===== src/rtl/eth_gen_pkg.sv =====
// Shared definitions for the GMII frame generator.
// Holds the per-port FSM state encoding, on-wire framing constants and the
// byte-wide reflected CRC32 update used for FCS generation.
package eth_gen_pkg;

  typedef enum logic [2:0] {
    ST_IDLE,
    ST_PRE,
    ST_SFD,
    ST_HDR,
    ST_PAY,
    ST_FCS,
    ST_IFG,
    ST_DONE
  } gen_state_e;

  localparam logic [7:0]  PREAMBLE    = 8'h55;
  localparam logic [7:0]  SFD         = 8'hD5;
  localparam logic [15:0] ETHERTYPE   = 16'h88B5;
  localparam int          MIN_PAYLOAD = 46;
  localparam logic [31:0] CRC_INIT    = 32'hFFFF_FFFF;
  localparam logic [31:0] CRC_POLY    = 32'hEDB8_8320;
  localparam logic [31:0] CRC_RESIDUE = 32'hDEBB_20E3;

  localparam int PRE_BYTES = 7;
  localparam int HDR_BYTES = 14;
  localparam int FCS_BYTES = 4;

  // One byte of the LSB-first (reflected) CRC32, no final inversion.
  function automatic logic [31:0] crc32_byte(input logic [31:0] crc, input logic [7:0] d);
    logic [31:0] c;
    c = crc ^ {24'h0, d};
    for (int i = 0; i < 8; i++) begin
      c = c[0] ? ((c >> 1) ^ CRC_POLY) : (c >> 1);
    end
    return c;
  endfunction

endpackage


===== src/rtl/gmii_frame_gen_port.sv =====
// One GMII frame generator channel.
// Ports:
//   clk, arst_n      byte clock, async active-low reset
//   start_i          restart pulse (aborts any frame in flight)
//   en_i             channel enable, only looked at together with start_i
//   len_i, ifg_i     clamped payload length / gap length (held by the top)
//   frames_i         frames to send, 0 = continuous
//   err_i            invert FCS bytes and raise txer during FCS
//   txd_o/txen_o/txer_o  registered GMII outputs
//   done_o           frame budget exhausted
//
// state   | meaning
// --------+-----------------------------------------------
// IDLE    | not started or disabled, outputs quiet
// PRE     | 7 preamble bytes
// SFD     | start-of-frame delimiter
// HDR     | 14 header bytes (dst, src, ethertype)
// PAY     | len_i payload bytes, value seq+i
// FCS     | 4 CRC bytes, LSB first
// IFG     | ifg_i idle bytes
// DONE    | all frames sent, done_o high
//
// Outputs are a one-cycle registered image of the current state, so the
// wire lags state_q by one edge; start_i forces the image to idle at once.
module gmii_frame_gen_port
  import eth_gen_pkg::*;
#(
  parameter int         LEN_W    = 11,
  parameter int         FRAMES_W = 16,
  parameter logic [7:0] NODE     = 8'h01
) (
  input  logic                clk,
  input  logic                arst_n,
  input  logic                start_i,
  input  logic                en_i,
  input  logic [LEN_W-1:0]    len_i,
  input  logic [7:0]          ifg_i,
  input  logic [FRAMES_W-1:0] frames_i,
  input  logic                err_i,
  output logic [7:0]          txd_o,
  output logic                txen_o,
  output logic                txer_o,
  output logic                done_o
);

  localparam logic [LEN_W-1:0]    CNT_ONE = LEN_W'(1);
  localparam logic [LEN_W-1:0]    CNT_PRE = LEN_W'(PRE_BYTES - 1);
  localparam logic [LEN_W-1:0]    CNT_HDR = LEN_W'(HDR_BYTES - 1);
  localparam logic [LEN_W-1:0]    CNT_FCS = LEN_W'(FCS_BYTES - 1);
  localparam logic [FRAMES_W-1:0] SEQ_ONE = FRAMES_W'(1);

  gen_state_e          state_q, state_d;
  logic [LEN_W-1:0]    cnt_q, cnt_d;
  logic [FRAMES_W-1:0] seq_q, seq_d;
  logic [7:0]          pay_q, pay_d;
  logic [31:0]         crc_q, crc_d;
  logic [7:0]          txd_d;
  logic                txen_d, txer_d, done_d;

  logic                tc;
  logic [3:0]          hdr_idx;
  logic [7:0]          hdr_byte;
  logic [31:0]         fcs_word;
  logic [7:0]          fcs_byte;

  assign tc = (cnt_q == '0);

  always_comb begin
    hdr_idx  = 4'd13 - cnt_q[3:0];
    hdr_byte = 8'h00;
    case (hdr_idx)
      4'd0, 4'd1, 4'd2, 4'd3, 4'd4, 4'd5: hdr_byte = 8'hFF;
      4'd6:    hdr_byte = 8'h02;
      4'd11:   hdr_byte = NODE;
      4'd12:   hdr_byte = ETHERTYPE[15:8];
      4'd13:   hdr_byte = ETHERTYPE[7:0];
      default: hdr_byte = 8'h00;
    endcase

    fcs_word = ~crc_q;
    case (cnt_q[1:0])
      2'd3:    fcs_byte = fcs_word[7:0];
      2'd2:    fcs_byte = fcs_word[15:8];
      2'd1:    fcs_byte = fcs_word[23:16];
      default: fcs_byte = fcs_word[31:24];
    endcase
    if (err_i) fcs_byte = ~fcs_byte;
  end

  always_comb begin
    state_d = state_q;
    cnt_d   = tc ? cnt_q : cnt_q - CNT_ONE;
    seq_d   = seq_q;
    pay_d   = pay_q;
    crc_d   = crc_q;
    txd_d   = 8'h00;
    txen_d  = 1'b0;
    txer_d  = 1'b0;
    done_d  = (state_q == ST_DONE);

    case (state_q)
      ST_PRE: begin
        txd_d  = PREAMBLE;
        txen_d = 1'b1;
        crc_d  = CRC_INIT;
        if (tc) state_d = ST_SFD;
      end
      ST_SFD: begin
        txd_d   = SFD;
        txen_d  = 1'b1;
        state_d = ST_HDR;
        cnt_d   = CNT_HDR;
      end
      ST_HDR: begin
        txd_d  = hdr_byte;
        txen_d = 1'b1;
        crc_d  = crc32_byte(crc_q, hdr_byte);
        if (tc) begin
          state_d = ST_PAY;
          cnt_d   = len_i - CNT_ONE;
          pay_d   = seq_q[7:0];
        end
      end
      ST_PAY: begin
        txd_d  = pay_q;
        txen_d = 1'b1;
        crc_d  = crc32_byte(crc_q, pay_q);
        pay_d  = pay_q + 8'd1;
        if (tc) begin
          state_d = ST_FCS;
          cnt_d   = CNT_FCS;
        end
      end
      ST_FCS: begin
        txd_d  = fcs_byte;
        txen_d = 1'b1;
        txer_d = err_i;
        if (tc) begin
          state_d = ST_IFG;
          cnt_d   = LEN_W'(ifg_i) - CNT_ONE;
        end
      end
      ST_IFG: begin
        if (tc) begin
          seq_d = seq_q + SEQ_ONE;
          if ((frames_i != '0) && (seq_d == frames_i)) begin
            state_d = ST_DONE;
          end else begin
            state_d = ST_PRE;
            cnt_d   = CNT_PRE;
          end
        end
      end
      default: ;
    endcase

    if (start_i) begin
      state_d = en_i ? ST_PRE : ST_IDLE;
      cnt_d   = CNT_PRE;
      seq_d   = '0;
      crc_d   = CRC_INIT;
      txd_d   = 8'h00;
      txen_d  = 1'b0;
      txer_d  = 1'b0;
      done_d  = 1'b0;
    end
  end

  always_ff @(posedge clk or negedge arst_n) begin
    if (!arst_n) begin
      state_q <= ST_IDLE;
      cnt_q   <= '0;
      seq_q   <= '0;
      pay_q   <= 8'h00;
      crc_q   <= CRC_INIT;
      txd_o   <= 8'h00;
      txen_o  <= 1'b0;
      txer_o  <= 1'b0;
      done_o  <= 1'b0;
    end else begin
      state_q <= state_d;
      cnt_q   <= cnt_d;
      seq_q   <= seq_d;
      pay_q   <= pay_d;
      crc_q   <= crc_d;
      txd_o   <= txd_d;
      txen_o  <= txen_d;
      txer_o  <= txer_d;
      done_o  <= done_d;
    end
  end

endmodule


===== src/rtl/gmii_frame_gen.sv =====
// Multi-port GMII frame generator.
// Ports:
//   clk, arst_n        byte clock, async active-low reset
//   start              latches cfg_* and restarts every port
//   cfg_en, cfg_len, cfg_ifg, cfg_frames, cfg_err_inj   run configuration
//   txd, txen, txer    per-port GMII outputs
//   done               per-port completion
//   halt_req           every enabled port has completed
// Configuration is clamped and held here so that live cfg_* changes between
// start pulses have no effect on running ports.
module gmii_frame_gen
  import eth_gen_pkg::*;
#(
  parameter int NUM_PORTS  = 4,
  parameter int START_NODE = 1,
  parameter int LEN_W      = 11,
  parameter int MAX_LEN    = 1500,
  parameter int MIN_IFG    = 12,
  parameter int FRAMES_W   = 16
) (
  input  logic                      clk,
  input  logic                      arst_n,
  input  logic                      start,
  input  logic [NUM_PORTS-1:0]      cfg_en,
  input  logic [LEN_W-1:0]          cfg_len,
  input  logic [7:0]                cfg_ifg,
  input  logic [FRAMES_W-1:0]       cfg_frames,
  input  logic [NUM_PORTS-1:0]      cfg_err_inj,
  output logic [NUM_PORTS-1:0][7:0] txd,
  output logic [NUM_PORTS-1:0]      txen,
  output logic [NUM_PORTS-1:0]      txer,
  output logic [NUM_PORTS-1:0]      done,
  output logic                      halt_req
);

  localparam logic [LEN_W-1:0] LEN_MIN = LEN_W'(MIN_PAYLOAD);
  localparam logic [LEN_W-1:0] LEN_MAX = LEN_W'(MAX_LEN);
  localparam logic [7:0]       IFG_MIN = 8'(MIN_IFG);

  logic [NUM_PORTS-1:0] en_q, en_d;
  logic [NUM_PORTS-1:0] err_q, err_d;
  logic [LEN_W-1:0]     len_q, len_d;
  logic [7:0]           ifg_q, ifg_d;
  logic [FRAMES_W-1:0]  frames_q, frames_d;
  logic                 halt_d;

  always_comb begin
    en_d     = en_q;
    err_d    = err_q;
    len_d    = len_q;
    ifg_d    = ifg_q;
    frames_d = frames_q;
    if (start) begin
      en_d     = cfg_en;
      err_d    = cfg_err_inj;
      frames_d = cfg_frames;
      if (cfg_len < LEN_MIN)      len_d = LEN_MIN;
      else if (cfg_len > LEN_MAX) len_d = LEN_MAX;
      else                        len_d = cfg_len;
      ifg_d = (cfg_ifg < IFG_MIN) ? IFG_MIN : cfg_ifg;
    end
    halt_d = start ? 1'b0 : ((|en_q) && ((done & en_q) == en_q));
  end

  always_ff @(posedge clk or negedge arst_n) begin
    if (!arst_n) begin
      en_q     <= '0;
      err_q    <= '0;
      len_q    <= LEN_MIN;
      ifg_q    <= IFG_MIN;
      frames_q <= '0;
      halt_req <= 1'b0;
    end else begin
      en_q     <= en_d;
      err_q    <= err_d;
      len_q    <= len_d;
      ifg_q    <= ifg_d;
      frames_q <= frames_d;
      halt_req <= halt_d;
    end
  end

  // The port sees the raw enable alongside start so it can leave IDLE on the
  // same edge the configuration is latched.
  for (genvar p = 0; p < NUM_PORTS; p++) begin : g_port
    gmii_frame_gen_port #(
      .LEN_W    (LEN_W),
      .FRAMES_W (FRAMES_W),
      .NODE     (8'((START_NODE + p) % 256))
    ) u_port (
      .clk      (clk),
      .arst_n   (arst_n),
      .start_i  (start),
      .en_i     (cfg_en[p]),
      .len_i    (len_q),
      .ifg_i    (ifg_q),
      .frames_i (frames_q),
      .err_i    (err_q[p]),
      .txd_o    (txd[p]),
      .txen_o   (txen[p]),
      .txer_o   (txer[p]),
      .done_o   (done[p])
    );
  end

endmodule


===== config.mk =====
export PLATFORM = sky130hd
export DESIGN_NAME = gmii_frame_gen
export DESIGN_NICKNAME = d
export VERILOG_FILES = /design/src/rtl/eth_gen_pkg.sv /design/src/rtl/gmii_frame_gen_port.sv /design/src/rtl/gmii_frame_gen.sv
export SDC_FILE = /design/constraint.sdc
export NUM_CORES = 1
export LEC_CHECK = 0
export BUFFER_PORTS_ARGS = -buffer_cell sky130_fd_sc_hd__buf_2
export CAP_MARGIN = 20
export CORE_MARGIN = 4
export CORE_UTILIZATION = 25
export CTS_BUF_LIST = sky130_fd_sc_hd__clkbuf_8 sky130_fd_sc_hd__clkbuf_16
export DETAILED_ROUTE_END_ITERATION = 8
export GPL_TIMING_DRIVEN = 0
export PLACE_DENSITY = 0.51
export SYNTH_ARGS = -nofsm -noshare
export SYNTH_HDL_FRONTEND = slang
export SYNTH_SLANG_ARGS = --single-unit

===== constraint.sdc =====
create_clock -name clk -period 3.25 [get_ports clk]
set_input_delay 0.325 -clock clk [delete_from_list [all_inputs] [get_ports clk]]
set_output_delay 0.325 -clock clk [all_outputs]
set_load 0.005 [all_outputs]

# After elaboration in Yosys (flattened, before gate mapping)
# Memory sizes are Yosys's and may differ from the RTL's.
# Cells that the tools add are included.
# W data, S select, Z words.
# classes
n_addsub	18
magnitude_cmp	3
eq_ne	69
mux	200
bitwise	81
n_reduce_logical	47
# ops
cell	n
$mux W32	68
$not A13 Y14	64
$pmux W32 S3	4
$mux W11	30
$xor A32 B8 Y32	8
$pmux W11 S5	4
$mux W16	12
$pmux W8 S5	4
$not A32 Y32	4
$mux W8	13
$pmux W8 S3	4
$mux W3	28
$pmux W3 S6	4
$add A16 B1 Y16 const B	4
$eq A16 B16 Y1	4
$pmux W8 S2	4
$ne A3 B2 Y1 const B	20
$sub A11 B1 Y11 const B	5
$eq A3 B3 Y1 const B	16
$logic_not A11 Y1	4
$add A8 B1 Y8 const B	4
$not A8 Y8	4
$reduce_bool A7 Y1	4
$mux W1	25
20 further kinds	77
# totals
regBits	368
rom_bits	512
input_bits	46
mem_count	4
# memory_table
name	words	width	rd	rd_ports_with_merged_regs	wr	line_no	source
(no name shown)	16	8	1	0	0	gmii_frame_gen_port.sv:71	case (hdr_idx)
(no name shown)	16	8	1	0	0	gmii_frame_gen_port.sv:71	
(no name shown)	16	8	1	0	0	gmii_frame_gen_port.sv:71	
(no name shown)	16	8	1	0	0	gmii_frame_gen_port.sv:71	

# Longest topological paths before layout
# Gate-level depths: netlist of the first run.
# An unclocked memory read counts as a cell.
# depth
word_depth	21
depth_mapped	15
depth_no_buf	13

# Modules after synthesis
# Synthesis of the first run repeated with hierarchy kept, for this count alone.
# hier_totals
cells_unflattened	3385
area_unflattened_um2	30270.3
# by_module_without_submodules
module	n_inst	cells_each	area_each_um2
gmii_frame_gen_port at g_port[2].u_port	1	832	7358.3
gmii_frame_gen_port at g_port[1].u_port	1	805	7179.4
gmii_frame_gen_port at g_port[3].u_port	1	808	6990.5
gmii_frame_gen_port at g_port[0].u_port	1	802	6935.4
gmii_frame_gen	1	138	1806.7

# Worst setup path after synthesis of the first run
# Ideal clock, no wire load.
# synth_timing
kind	register to register
startpoint	register g_port[0].u_port.seq_q[1]
endpoint	register g_port[0].u_port.cnt_q[2]
setup_time_ns	0.139
arrival_ns	3.058
slack_ns	0.053
stages_incl_launch_ff	10
path_buffers	0
cell_sequence	dfrtp_1 -> ha_1 -> xor2_1 -> mux2i_1 -> a22oi_1 -> or4_1 -> or4_4 -> nor4_4 -> a21oi_1 -> or4_1
# synth_via
elab_chain_cells	7
# synth_rtl
item	line_no	source
start, declared	gmii_frame_gen_port.sv:54	logic [FRAMES_W-1:0] seq_q, seq_d;
start signal, assigned	gmii_frame_gen_port.sv:183	seq_q <= seq_d;
$add A16 B1 Y16	gmii_frame_gen_port.sv:145	seq_d = seq_q + SEQ_ONE;
$eq A16 B16 Y1	gmii_frame_gen_port.sv:146	if ((frames_i != '0) && (seq_d == frames_i)) begin
$logic_and A1 B1 Y1	gmii_frame_gen_port.sv:146	
$mux W11	gmii_frame_gen_port.sv:146	
$mux W11	gmii_frame_gen_port.sv:144	if (tc) begin
$pmux W11 S5	gmii_frame_gen_port.sv:101	case (state_q)
$mux W11	gmii_frame_gen_port.sv:157	if (start_i) begin
via g_port[0].u_port.cnt_d[2]	gmii_frame_gen_port.sv:53	logic [LEN_W-1:0] cnt_q, cnt_d;
end signal, assigned	gmii_frame_gen_port.sv:182	cnt_q <= cnt_d;
end, declared	gmii_frame_gen_port.sv:53	
# The timed path passes the listed nets, and every way through them passes these cells.
# A chain may end at the register's enable or synchronous reset.

# Worst setup path after layout of the first run
# Same ends and word-level chain as after synthesis.

==> metrics, run 1 <==
register area share after synthesis=32.7%; crit path from=g_port[0].u_port.seq_q[1]; Initial Utilization=between 20% and 30%; Die Span X=between 300 and 400 um; area leader, netlist=dfrtp_1; critical path startpoint category=register; H-tree levels=2; post-DR wirelength/cell=about 21 um; final net count=3,690; overall power=0.0225 W; run status=finished clean; Netlist Area Pre-Place=28,600 um2; Final period util=a little over nine tenths; synthesized area per cell=~8.5 um2; fillers=around 12k; via count=around 27k; Area contributors post-synth=dfrtp_1 20%, xnor2_1 14%, dfstp_2 12%; Total Routing Usage GR=17.5%; Post-synth EDFFs=0; core area=between 100,000 and 150,000 um2; first-pass GRT wire length=approximately 160,000 um; starting DRC count in detailed routing=between 2k and 3k; final setup fails=0; Yosys warnings=0; Root Buffer=clkbuf_16; pin count of the biggest net entering global routing=slightly above 100; Gate Count Post-Synth=roughly 3.4k; CP Max Fanout=7; DIE AREA=about 120,000 um2; clk sinks=roughly 370; CP arrival=between 3000 and 4000 ps; Max-Cap Viols=0; count of final hold-check violations=0; drt total wl=between 100,000 and 150,000 um; RSZ-0062 raised after global routing=true; first drt pass iteration count=6; Setup Crit Path Kind=register to register; Remaining DRCs=0; input/output buffers=between 80 and 90; most common cell after layout, fill and taps aside=xnor2_1; FF/Latch Area=between 9000 and 10,000 um2; CTS Buf Count=48; number of synthesized register bits=368; gp weighted congestion=~0.91; Hold WS=about 47 ps; clk_lat worst skew=~600 ps; total gr overflow=0; Hold WC Path Type=input port to register; share of cells above drive strength 1=16.8%; Max rail drop VDD=between 400 and 500 uV; hold_sp=cfg_len[3]; power per cell area=about 650 nW/um2; IO Pins=91; Syn Nets=between 3k and 4k; row cnt=123; Util after Layout=between 30% and 40%; Distinct cells, synth=83; Static Leak=12.9 nW; Pins Over Slew Limit=0; initial antenna violation count=10; Multi-input gate area=~19,000 um2; Vias per Instance=around 5.2; Antenna Violating Nets Remaining=0; number of global-route vias before repair=between 20k and 30k; worst-margin pin slew=~1100 ps; top-area cell type share of the netlist area=around a fifth; r2r startpoint=g_port[0].u_port.seq_q[1]; die height=346 um; most frequent cells in the layout=434 x xnor2_1, 335 x nor2_1, 295 x nand2_1; Fin Clk Skew=17.8 ps; Synth-to-Final Area Change=20.9%; Fmax=0.316 GHz; Main synth FF type=dfrtp_1; FFs w/ async S/R, synth=100%; Worst-path clk slew=about 60 ps; clk buf depth=3; CTS tree=yes; Max-slew headroom=24.5%; fin crit period=3160 ps; CP Capture Type=register; post-detail-place hpwl=slightly below 80,000 um; Req. time, crit path=3730 ps
-- area by class of cell --
type | instances | area share, %
Antenna cell | 3 | 0.0217
Buffer | 237 | 3.00
Clock buffer | 58 | 3.93
Clock inverter | 32 | 1.06
Inverter | 88 | 0.976
Multi-Input combinational cell | 2665 | 54.6
Sequential cell | 368 | 27.1
Tap cell | 1500 | 5.42
Timing Repair Buffer | 186 | 3.90
-- kinds of logic (layout without fill, tap and decap cells) --
kind of cell	Yosys count	count (layout)	share of synthesized area (%)
flops	368	368	32.7
compound gates	873	873	20.3
other cells	0	3	0
buf+inv	330	601	4.70
simple gates	997	997	15.9
mux	42	42	1.58
xor+xnor	703	703	22.5
fa+ha+maj	50	50	2.18
-- report_power, final --
part / total [W] / switching (W) / leakage (nW) / internal (W)
clock network: 0.00588 / 0.00228 / 0.882 / 0.00360
registers: 0.00508 / 0.000265 / 4.49 / 0.00482
logic: 0.0116 / 0.00639 / 7.55 / 0.00516
-- through the flow --
stage	cells	worst slack [ps]	setup TNS, ps	area, um2
2_1_floorplan	3363	52.9	0	28600
3_3_place_gp	4952	-6040	-1943260	31000
3_5_place_dp	4959	-1130	-66330	31100
4_1_cts	5104	0.996	0	33900
5_1_grt	5134	-21.0	-71.4	34600
6_report	5137	89.1	0	34600
-- critical path, cell delays in order (launching register included) --
cell,delay [ps]
dfrtp_2,420
ha_4,190
xor2_2,170
mux2i_1,210
a22oi_1,110
or4_1,510
or4_4,540
nor4_4,230
buf_6,190
a21oi_1,70
or4_1,390
-- synthesized netlist by cell type, types with 66 or more instances --
cell type	count
clkbuf_1	175
nor2_1	343
o221ai_1	74
nand3_1	80
o21a_1	66
xnor2_1	461
dfrtp_1	234
a21oi_1	183
dfstp_2	134
inv_1	85
xor2_1	218
o21ai_0	202
nand2_1	296
-- sequential cells by signal, indices dropped and copies added, names as in the netlist, 11 cells and up --
name / cells
g_port.u_port.seq_q: 64
frames_q: 16
g_port.u_port.txd_o: 32
g_port.u_port.crc_q: 128
len_q: 11
g_port.u_port.pay_q: 32
g_port.u_port.cnt_q: 44
g_port.u_port.state_q: 12
-- repair_timing --
action | CTS | global route
resized for setup | 116 | 98
setup endpoints to repair | 162 | 124
setup buffers | 21 | 32
hold endpoints to repair | 85 | 0
hold buffers | 37 | 0
pin swaps | 12 | 18
-- worst paths after layout --
path                            cells past startpoint  slack (ps)                    endpoint
max in group asynchronous                           4        1450  g_port[3].u_port.crc_q[18]
worst min-delay path                                2          50                    len_q[3]
min in group asynchronous                           2         360   g_port[2].u_port.txd_o[1]
worst max-delay path                               10          90   g_port[0].u_port.cnt_q[2]
worst max register to register                     10          90   g_port[0].u_port.cnt_q[2]
worst min register to register                      1         500  g_port[1].u_port.seq_q[15]
-- routing by layer --
layer  GRT usage (%)  part of all wire (%)  up-vias
li1                -                     -    12300
met1            24.9                    46    13000
met2            26.2                    43     1107
met3            3.82                   8.3      186
met4            5.89                   3.4        2
met5               0                0.0082        -
Power figures use the tool's default switching activity.
==> run 2, diff against run 1 <==
Settings changed: CTS_BUF_LIST sky130_fd_sc_hd__clkbuf_8 sky130_fd_sc_hd__clkbuf_16 to not set.
==> run 2 against run 1 <==
Worst hold slack improved by 7.9 ps. Non-clock buffer count did not move. Sequential share of layout area did not move. Global-route usage is the same. Clock-buffer cell count increased by 9. Maximum frequency increased by 0.17%. Routed wire length fell by 0.17%. Clock skew fell by 2.7 ps. Critical path depth unchanged. Clock power about the same. Combinational power hardly changed. Power is essentially flat.
==> metrics, run 2 (synthesis results as in run 1) <==
r2r setup slk=around 95 ps; Largest register FFs=roughly 130; Max-Cap Viols=0; Reg power frac=22.6%; critical path startpoint category=register; CP Max Fanout=7; count of final hold-check violations=0; Remaining DRCs=0; post-detail-place hpwl=around 80,000 um; cell-internal power=around 0.014 W; share of cells above drive strength 1=16.8%; DIE AREA=120,000 um2; row cnt=roughly 120; Fmax=around 0.32 GHz; Met2 Wirelength=46,600 um; gp weighted congestion=between 0.9 and 1; power per cell area=around 650 nW/um2; Die Span X=between 300 and 400 um; most frequent cells in the layout=434 x xnor2_1, 335 x nor2_1, 295 x nand2_1; hold_sp=cfg_len[3]; placed cell area=between 30,000 and 40,000 um2; Sw Share=between 30% and 40%; R2R depth=10; RSZ-0062 raised after global routing=true; CP arrival=3630 ps; Max rail drop VDD=about 460 uV; r2r startpoint=g_port[0].u_port.seq_q[1]; wl on met1=between 40,000 and 50,000 um; Comb pwr share=between 50% and 60%; final instance area=34,600 um2; Max Used Layer=met5; clk sinks=~370; largest registers=g_port.u_port.crc_q: 128 flops, g_port.u_port.seq_q: 64 flops, g_port.u_port.cnt_q: 44 flops; drt total wl=about 110,000 um; Sw Pwr=just under 0.009 W; clock share of power=26.2%; fin crit period=about 3200 ps; initial antenna violation count=10; Max-slew headroom=roughly 25%; Cells after DPL=between 4k and 5k; H-tree levels=2; number of global-route vias before repair=~26k; CTS tree=yes; total gr overflow=0; FF/Latch Area=between 9000 and 10,000 um2; most common cell after layout, fill and taps aside=xnor2_1; worst-margin pin slew=between 1000 and 1500 ps; Fin Clk Skew=around 15 ps; post-DR wirelength/cell=between 20 and 25 um; Initial Utilization=25.3%; Setup Crit Path Kind=register to register; clk_lat worst skew=about 600 ps; core area=113,000 um2; Top reg by flops=g_port.u_port.crc_q; input/output buffers=89; Req. time, crit path=3730 ps; pin count of the biggest net entering global routing=slightly above 100; Total Routing Usage GR=17.5%; CTS Buf Count=48; Vias per Instance=slightly above 5; final setup fails=0; run status=finished clean; starting DRC count in detailed routing=2,753; Hold WC Path Type=input port to register; worst hold path cell count=2; fillers=between 10k and 15k; Worst-path clk slew=around 60 ps; Static Leak=12.9 nW; IO Pins=91; FF-to-FF End=g_port[0].u_port.cnt_q[2]; first-pass GRT wire length=between 150,000 and 200,000 um; Root Buffer=clkbuf_16; Util after Layout=30.6%; Antenna Violating Nets Remaining=0; Synth-to-Final Area Change=20.9%; Final period util=97.1%; metal3 WL=just over 9000 um; post-route insts no fill=around 5.1k; via count=between 20k and 30k; Hold Path Sink=len_q[3]; Pins Over Slew Limit=0; die height=between 300 and 400 um; CP Capture Type=register; clk buf depth=3; first drt pass iteration count=8; final net count=between 3k and 4k; Multi-input gate area=~19,000 um2
## run 2: cell count changes in the layout (fill, tap and decap cells not counted), sizes merged
cell / previous run / this run
inv: 97 / 88
clkbuf: 230 / 239
## run 2: through the flow
| stage | worst slack, ps | setup TNS [ps] | hold slack (ps) | power, W |
|---|---|---|---|---|
| floorplan | 52.9 | 0 | 29.4 | 0.0126 |
| global placement | -6040 | -1943260 | 492 | 0.0148 |
| detailed placement | -1130 | -66330 | 437 | 0.0148 |
| CTS | 0.805 | 0 | 14.5 | 0.0219 |
| global route | -20.9 | -70.8 | 34.4 | 0.0236 |
| finish | 94.6 | 0 | 54.8 | 0.0225 |
## run 2: worst max-delay path by stage
stage	from	endpoint	slack, ps	cells after the start
2_1_floorplan	g_port[0].u_port.seq_q[1]	g_port[0].u_port.cnt_q[2]	50	9
3_3_place_gp	arst_n	g_port[3].u_port.pay_q[5]	-6040	1
3_5_place_dp	g_port[0].u_port.cnt_q[1]	g_port[0].u_port.seq_q[8]	-1130	11
4_1_cts	g_port[0].u_port.crc_q[4]	g_port[0].u_port.crc_q[24]	0.8	7
5_1_grt	g_port[3].u_port.cnt_q[2]	g_port[3].u_port.crc_q[20]	-20	11
6_report	g_port[0].u_port.seq_q[1]	g_port[0].u_port.cnt_q[2]	90	10
## run 2: worst max-delay path, stage by stage, from the launching register on
cell and delay [ps]:
dfrtp_2 420, ha_4 190, xor2_2 160, mux2i_1 210, a22oi_1 110, or4_1 510, or4_4 540, nor4_4 230
buf_6 190, a21oi_1 70, or4_1 390
## run 2: power groups by stage
stage / registers [W] / clock network (W) / logic [W]
global route: 0.00511 / 0.00625 / 0.0122
finish: 0.00508 / 0.00590 / 0.0115
global placement: 0.00513 / 0 / 0.00964
floorplan: 0.00505 / 0 / 0.00753
CTS: 0.00507 / 0.00609 / 0.0107
detailed placement: 0.00513 / 0 / 0.00968
## run 2: per-layer routing
layer	track usage [%]	vias to the layer above
met5	0	-
met4	5.89	2
met3	3.82	185
met2	26.2	1116
met1	24.9	13000
li1	-	12300
## run 2: area by class of cell
| type | instances | area share [%] |
|---|---|---|
| buffer | 237 | 3.00 |
| antenna | 3 | 0.0217 |
| timing repair buffer | 186 | 3.90 |
| tap | 1500 | 5.42 |
| sequential | 368 | 27.1 |
| multi-input combinational | 2665 | 54.6 |
| clock buffer | 67 | 4.03 |
| clock inverter | 23 | 0.961 |
| inverter | 88 | 0.976 |
## run 2: timing repair
action,4_1_cts,5_1_grt
endpoints found under the setup margin,162,124
cloned,0,0
resized for setup,116,98
setup buffers,21,32
hold buffers,37,0
pin swaps,12,18
endpoints found under the hold margin,85,0
